==> src/rtl/sr_cmd_sequencer.sv <==
// Command sequencer ahead of an SR flip-flop: queues set/clear requests and issues
// mutually exclusive single-cycle s/r pulses separated by a programmable idle gap.
module sr_cmd_sequencer #(
  parameter int DEPTH = 4,
  parameter int GAP   = 2
) (
  input  logic                   clk,
  input  logic                   reset,
  input  logic                   set_req,
  input  logic                   clr_req,
  output logic                   s,
  output logic                   r,
  output logic                   q_mirror,
  output logic [$clog2(DEPTH):0] pending,
  output logic                   busy,
  output logic                   conflict,
  output logic                   overflow
);
  localparam int AW = $clog2(DEPTH);
  localparam logic [AW:0] FULL = (AW+1)'(DEPTH);

  typedef enum logic [1:0] {IDLE, ISSUE, HOLD} state_t;

  state_t        state, state_nx;
  logic          mem [DEPTH];
  logic [AW-1:0] wr_ptr, rd_ptr;
  logic [3:0]    hold_cnt, hold_cnt_nx;
  logic          s_nx, r_nx, mirror_nx;
  logic          pop, push_req, push_ok, head;

  assign head     = mem[rd_ptr];
  assign push_req = set_req ^ clr_req;
  // A full FIFO still takes a push when the head leaves on the same edge.
  assign push_ok  = push_req && ((pending != FULL) || pop);
  assign busy     = (state != IDLE) || (pending != '0);

  always_comb begin
    state_nx    = state;
    hold_cnt_nx = hold_cnt;
    mirror_nx   = q_mirror;
    s_nx        = 1'b0;
    r_nx        = 1'b0;
    pop         = 1'b0;
    case (state)
      IDLE: begin
        if (pending != '0) begin
          pop = 1'b1;
          // Commands that would not change q are dropped without a pulse or gap.
          if (head != q_mirror) begin
            state_nx = ISSUE;
            s_nx     = head;
            r_nx     = ~head;
          end
        end
      end
      ISSUE: begin
        mirror_nx = s;
        if (GAP > 0) begin
          state_nx    = HOLD;
          hold_cnt_nx = 4'(GAP - 1);
        end else begin
          state_nx = IDLE;
        end
      end
      HOLD: begin
        if (hold_cnt == 4'd0) begin
          state_nx = IDLE;
        end else begin
          hold_cnt_nx = hold_cnt - 4'd1;
        end
      end
      default: state_nx = IDLE;
    endcase
  end

  always_ff @(posedge clk or posedge reset) begin
    if (reset) begin
      state    <= IDLE;
      hold_cnt <= 4'd0;
      s        <= 1'b0;
      r        <= 1'b0;
      q_mirror <= 1'b0;
      conflict <= 1'b0;
      overflow <= 1'b0;
    end else begin
      state    <= state_nx;
      hold_cnt <= hold_cnt_nx;
      s        <= s_nx;
      r        <= r_nx;
      q_mirror <= mirror_nx;
      conflict <= set_req & clr_req;
      overflow <= overflow | (push_req & ~push_ok);
    end
  end

  always_ff @(posedge clk or posedge reset) begin
    if (reset) begin
      wr_ptr  <= '0;
      rd_ptr  <= '0;
      pending <= '0;
      for (int i = 0; i < DEPTH; i++) mem[i] <= 1'b0;
    end else begin
      if (push_ok) begin
        mem[wr_ptr] <= set_req;
        wr_ptr      <= wr_ptr + AW'(1);
      end
      if (pop) rd_ptr <= rd_ptr + AW'(1);
      case ({push_ok, pop})
        2'b10:   pending <= pending + (AW+1)'(1);
        2'b01:   pending <= pending - (AW+1)'(1);
        default: pending <= pending;
      endcase
    end
  end

endmodule

==> config.mk <==
export PLATFORM = sky130hd
export DESIGN_NAME = sr_cmd_sequencer
export DESIGN_NICKNAME = d
export VERILOG_FILES = /design/src/rtl/sr_cmd_sequencer.sv
export SDC_FILE = /design/constraint.sdc
export NUM_CORES = 1
export LEC_CHECK = 0
export ABC_AREA = 1
export CORE_ASPECT_RATIO = 0.9
export CORE_MARGIN = 1.5
export CORE_UTILIZATION = 58
export CTS_CLUSTER_DIAMETER = 50
export DETAILED_ROUTE_END_ITERATION = 10
export HOLD_SLACK_MARGIN = 0.06
export PLACE_DENSITY = 0.82
export SLEW_MARGIN = 30
export SYNTH_ARGS = -nofsm -noshare
export SYNTH_HDL_FRONTEND = slang
export SYNTH_SLANG_ARGS = --single-unit
==> constraint.sdc <==
create_clock -name clk -period 3.1 [get_ports clk]
set_clock_uncertainty 0.2 [all_clocks]
set_input_delay 0.62 -clock clk [delete_from_list [all_inputs] [get_ports clk]]
set_output_delay 0.62 -clock clk [all_outputs]
set_load 0.02 [all_outputs]
Yosys cells after proc, flatten, opt, wreduce, memory -nomap -nowiden. Cells that the tools add are included.

Reduce and logical (&&, ||, !) cells: 12. Shift-type cells: 0. Magnitude comparators: 3. Divide/modulo/power cells: 0. Multiplexer cells: 21. Add/subtract/negate cells: 5. $mul: 0. Bitwise logic cells: 8. Equal/unequal tests: 10.

Operators by type and width (number): 2-to-1 mux 1 bit (11); inequality test 2 bit, second input constant (4); case mux 4 bit (2 select lines) (1); >= comparator 3 bit, second input constant (2); 2-to-1 mux 2 bit (3); NOT 2 -> 3 bit (2); case mux 2 bit (3 select lines) (1); case mux 3 bit (2 select lines) (1); nonzero test 2 bit (3); adder 2 x 1 -> 2 bit, second input constant (2); bitwise mux 4 bit (1); equality test 2 x 1 -> 1 bit, second input constant (2); equality test 2 bit, second input constant (2); zero test 4 bit (1); 2-to-1 mux 4 bit (1); subtractor 4 x 1 -> 4 bit, second input constant (1); adder 3 x 1 -> 3 bit, second input constant (1); < comparator 3 x 1 -> 1 bit, second input constant (1); inequality test 3 bit, second input constant (1); AND reduction 3 bit (1); nonzero test 3 bit (1); subtractor 3 x 1 -> 3 bit, second input constant (1); AND 1 bit (2); binary-select mux 1 bit (select 2 bit) (1); 9 further kinds (12).

Input port bits: 4. Bits in writable memories: 0. Bits in read-only memories: 0. Output and inout bits: 9. Memories kept: 0. Logic and storage cells: 73. Latch bits: 0. Bits in registers: 22.

Longest topological paths before layout.
Depth after elaboration: 8. Depth in mapped cells: 10. Gate-level depth less buffers: 10.

Worst setup path before layout. Ideal clock, no wire load.

Path kind: input port to flip-flop. From: input set_req. To: register pending[2]. Setup slack: 0.893 ns. Stages: 8. Required time: 2.782 ns. Path buffers: 0. Library setup time: 0.118 ns. Data arrival time: 1.889 ns. Cell sequence: ha_1 > inv_1 > nand3_2 > fa_1 > inv_1 > nand4_1 > nand3_1 > nand2_1.

Longest elaborated chain between the ends: 4. Elaborated cells on any way between the ends: 6. Classes of those cells: 2 x eq/ne; 1 x mux; 1 x bitwise; 2 x reduce/logical.

RTL lines: start: declaration (line 9) `input logic set_req,`; XOR 1 bit (*) (line 32) `assign push_req = set_req ^ clr_req;`; logical AND 1 bit (*) (line 34) `assign push_ok = push_req && ((pending != FULL) || pop);`; equality test 2 x 1 -> 1 bit or equality test 2 bit (tied branches) (line 108) `case ({push_ok, pop})`; case mux 3 bit (2 select lines) or nonzero test 2 bit (tied branches); end signal: assignment (line 109) `2'b10: pending <= pending + (AW+1)'(1);`; end signal: assignment (line 110) `2'b01: pending <= pending - (AW+1)'(1);`; end signal: assignment (line 111) `default: pending <= pending;`; end: declaration (line 14) `output logic [$clog2(DEPTH):0] pending,`.

Every way passes the cells marked *; elsewhere a longest branch is shown, timed or not. A chain may end at the register's enable or synchronous reset.

Final worst setup path. Same ends and word-level chain as after synthesis.

==> results.yml <==
sta:
  drv_slew: 0
  post-route-period-util_pct: 82.4
  timing_worst_slew_pin_value_ns: 0.828
  slew_headroom_pct: 44.7
  rsz0062_at_grt: "no"
  setup_violations: 0
  whs_ns: 0.292
  hold_violations: 0
  period_needed_ns: 2.56
  timing.fmax_ghz: 0.391
  totalNegativeSetupSlack_ns: 0
run:
  max_cap_violations: 0
critical_path:
  cp.required_ns: 3.12
  worst_setup_path_start_kind: "input pin"
  ff2ff_setup_slack_ns: 1.19
  worst_path_max_delay_cell: "clkdlybuf4s50_1"
  critical_path_class: "in2reg"
  crit_top_cell: "inv_1"
  end_kind: "flop"
  cp_max_fo: 5
  arrival_ns: 2.58
  crit_family: "adder cells"
  crit_path_cell_trace: "clkdlybuf4s50_1 -> ha_1 -> inv_1 -> nand3_2 -> fa_1 -> inv_1 -> nand4_1 -> nand3_1 -> nand2_1"
  cp_slowest_stage_delay_ns: 0.49
  cp_num_buf_inv: 3
synth:
  yosys_warnings: 0
  synth_fp_nets: 145
  most_used_dff_post_synth: "dfrtp_1"
  synth_seq_cells: 22
  ys_async_sr_fraction_pct: 100
  ys_types: 25
  post-synth-top-area-cell: "dfrtp_1"
  syn-cell-area_mm2: 0.00118
  netlist.area_leader.share_pct: 46.5
  synth.area.top_cells: "dfrtp_1 (47%), nand2_1 (9.5%), ha_1 (8.5%)"
  synth-edff-count: 0
  synth.top_cells.by_count: "nand2_1 (30), dfrtp_1 (22), inv_1 (20), nand3_1 (10)"
  seq_area_frac_synth_pct: 46.5
  syn-instance-count: 132
  syn_area_per_cell_um2: 8.97
  yosys.cell_count.top_type: "nand2_1"
placed_design:
  dp_hpwl_mm: 1.52
  placement.cell_area_mm2: 0.00134
  portBuffers: 12
  gp_congestion: 0.795
cts:
  clk_path_buf_depth: 2
  post_cts_resize_count: 0
  clkSlewWorstSetupHoldPaths_ns: 0.13
  clock_sink_count: 22
  clock_insertion_delay_worst_skew_ns: 0.31
  cts_setup_buffers: 0
  cts-hold-fix-buffers: 0
  cts_inserted_buffers: 3
  tritoncts: "yes"
  ctsHtreeMaxLevel: 1
  clk_root_buffer_cell: "clkbuf_4"
global_routing:
  grt_overflow: 0
  maximum_number_of_pins_on_one_net_before_global_route_repair: 23
  number_of_global_route_vias_before_repair: 785
  grt_use_total_pct: 20.0
  first_pass_grt_wire_length_mm: 3.36
  initial_antenna_violation_count: 0
detailed_routing:
  route.vias.total: 877
  antenna_left: 0
  via_per_inst: 5.07
  avgRoutedWirePerCell_um: 11.5
  firstDrtPassIters: 4
  drt-initial-drc-count: 18
  drc_errors: 0
  detail_route.wirelength_mm: 2.00
run_status:
  outcome: "finished, final reports clean"
die:
  die_area_mm2: 0.00232
  die-width_um: 50.6
  io-pin-count: 13
  initial_utilization_pct: 61.8
  core_mm2: 0.00191
  placement_rows: 15
  chip_height_um: 45.9
power_and_ir_drop:
  peakVddDrop_uv: 735
  power_density_normalized_to_cell_area_mw_per_mm2: 1070
  power.static_leakage_nw: 0.716
final_layout:
  final_area_mm2: 0.00139
  areaGrowthSynthToFinish_pct: 17.2
  num_antenna_cells: 0
  utilization_pct: 72.5
  layout-drive-gt1-share_pct: 12.8
  final.fill_count: 157
  fin_nets: 162
worst_hold_path:
  worst_hold_path_type: "reg2reg"
-- routing by layer --
layer / up-vias / track usage (%) / routed length, um
li1: 448 / - / -
met1: 414 / 22.5 / 910
met2: 11 / 38.4 / 1020
met3: 4 / 4.93 / 55
met4: 0 / 4.86 / 13
met5: - / 0 / 0
-- worst min-delay path, delay by kind of cell, from the launching register on --
family / cells / cell delay (ns)
DFF: 1 / 0.37
and+or+nand+nor: 2 / 0.09
-- state kept, by name, indices dropped and copies added, names as in the netlist, 2 cells and up --
| signal | count |
|---|---|
| hold_cnt | 4 |
| wr_ptr | 2 |
| pending | 3 |
| mem | 4 |
| state | 2 |
| rd_ptr | 2 |
-- power breakdown --
part / switching (mW) / internal, mW
registers: 0.104 / 0.409
logic: 0.450 / 0.307
clock network: 0.0898 / 0.131
total: 0.644 / 0.847
-- final timing paths --
| kind | start | depth (start not counted) | end |
|---|---|---|---|
| min in group asynchronous | reset | 2 | r$_DFF_PP0_ |
| min reg2reg | mem[0]$_DFFE_PP0P_ | 2 | mem[0]$_DFFE_PP0P_ |
| max reg2reg | state[1]$_DFFE_PP0P_ | 7 | pending[2]$_DFFE_PP0P_ |
| max in group asynchronous | reset | 2 | mem[1]$_DFFE_PP0P_ |
| min | mem[0]$_DFFE_PP0P_ | 2 | mem[0]$_DFFE_PP0P_ |
| max | set_req | 9 | pending[2]$_DFFE_PP0P_ |
-- area by class of cell --
class,instances,area (um2),area share (%)
well taps,25,31.3,2.25
repair buffers,12,120,8.66
clock buffers,3,22.5,1.62
flip-flops and latches,22,551,39.7
inverters,25,98.8,7.12
multi-input cells,85,534,38.5
clock inverters,1,30.0,2.16
-- metrics by stage --
| step | power [mW] | cells | setup slack [ns] |
|---|---|---|---|
| floorplan | 1.07 | 132 | 0.893 |
| global placement | 1.24 | 169 | 0.312 |
| detailed placement | 1.28 | 169 | 0.211 |
| CTS | 1.51 | 173 | 0.572 |
| global route | 1.62 | 173 | 0.467 |
| finish | 1.49 | 173 | 0.545 |
-- layout by cell type, fill, tap and decap left out --
| master | count |
|---|---|
| inv_2 | 3 |
| o21bai_1 | 1 |
| nor2_1 | 8 |
| ha_1 | 8 |
| clkdlybuf4s50_1 | 12 |
| nor2_4 | 2 |
| o21ai_1 | 3 |
| xor2_1 | 2 |
| clkbuf_4 | 3 |
| nand3b_4 | 1 |
| nor2_2 | 1 |
| o22ai_1 | 1 |
| a32oi_1 | 1 |
| inv_1 | 20 |
| a21oi_1 | 3 |
| fa_1 | 1 |
| a21o_1 | 1 |
| nand2_4 | 3 |
| o21ai_0 | 2 |
| nand2_1 | 30 |
| dfrtp_1 | 22 |
| clkinv_4 | 1 |
| bufinv_16 | 1 |
| clkinv_1 | 1 |
| nand4_1 | 3 |
| nand2_2 | 2 |
| nand3_2 | 2 |
| nand3_1 | 10 |
-- cells by family after synthesis --
kind of cell / Yosys count / synth area share (%)
XOR/XNOR: 2 / 1.48
AO/OA/AOI/OAI: 12 / 5.92
buffers and inverters: 25 / 8.35
AND/OR/NAND/NOR: 62 / 27.6
flip-flops: 22 / 46.5
adder cells (fa/ha/maj): 9 / 10.1
(Power assumes the default switching activity.)
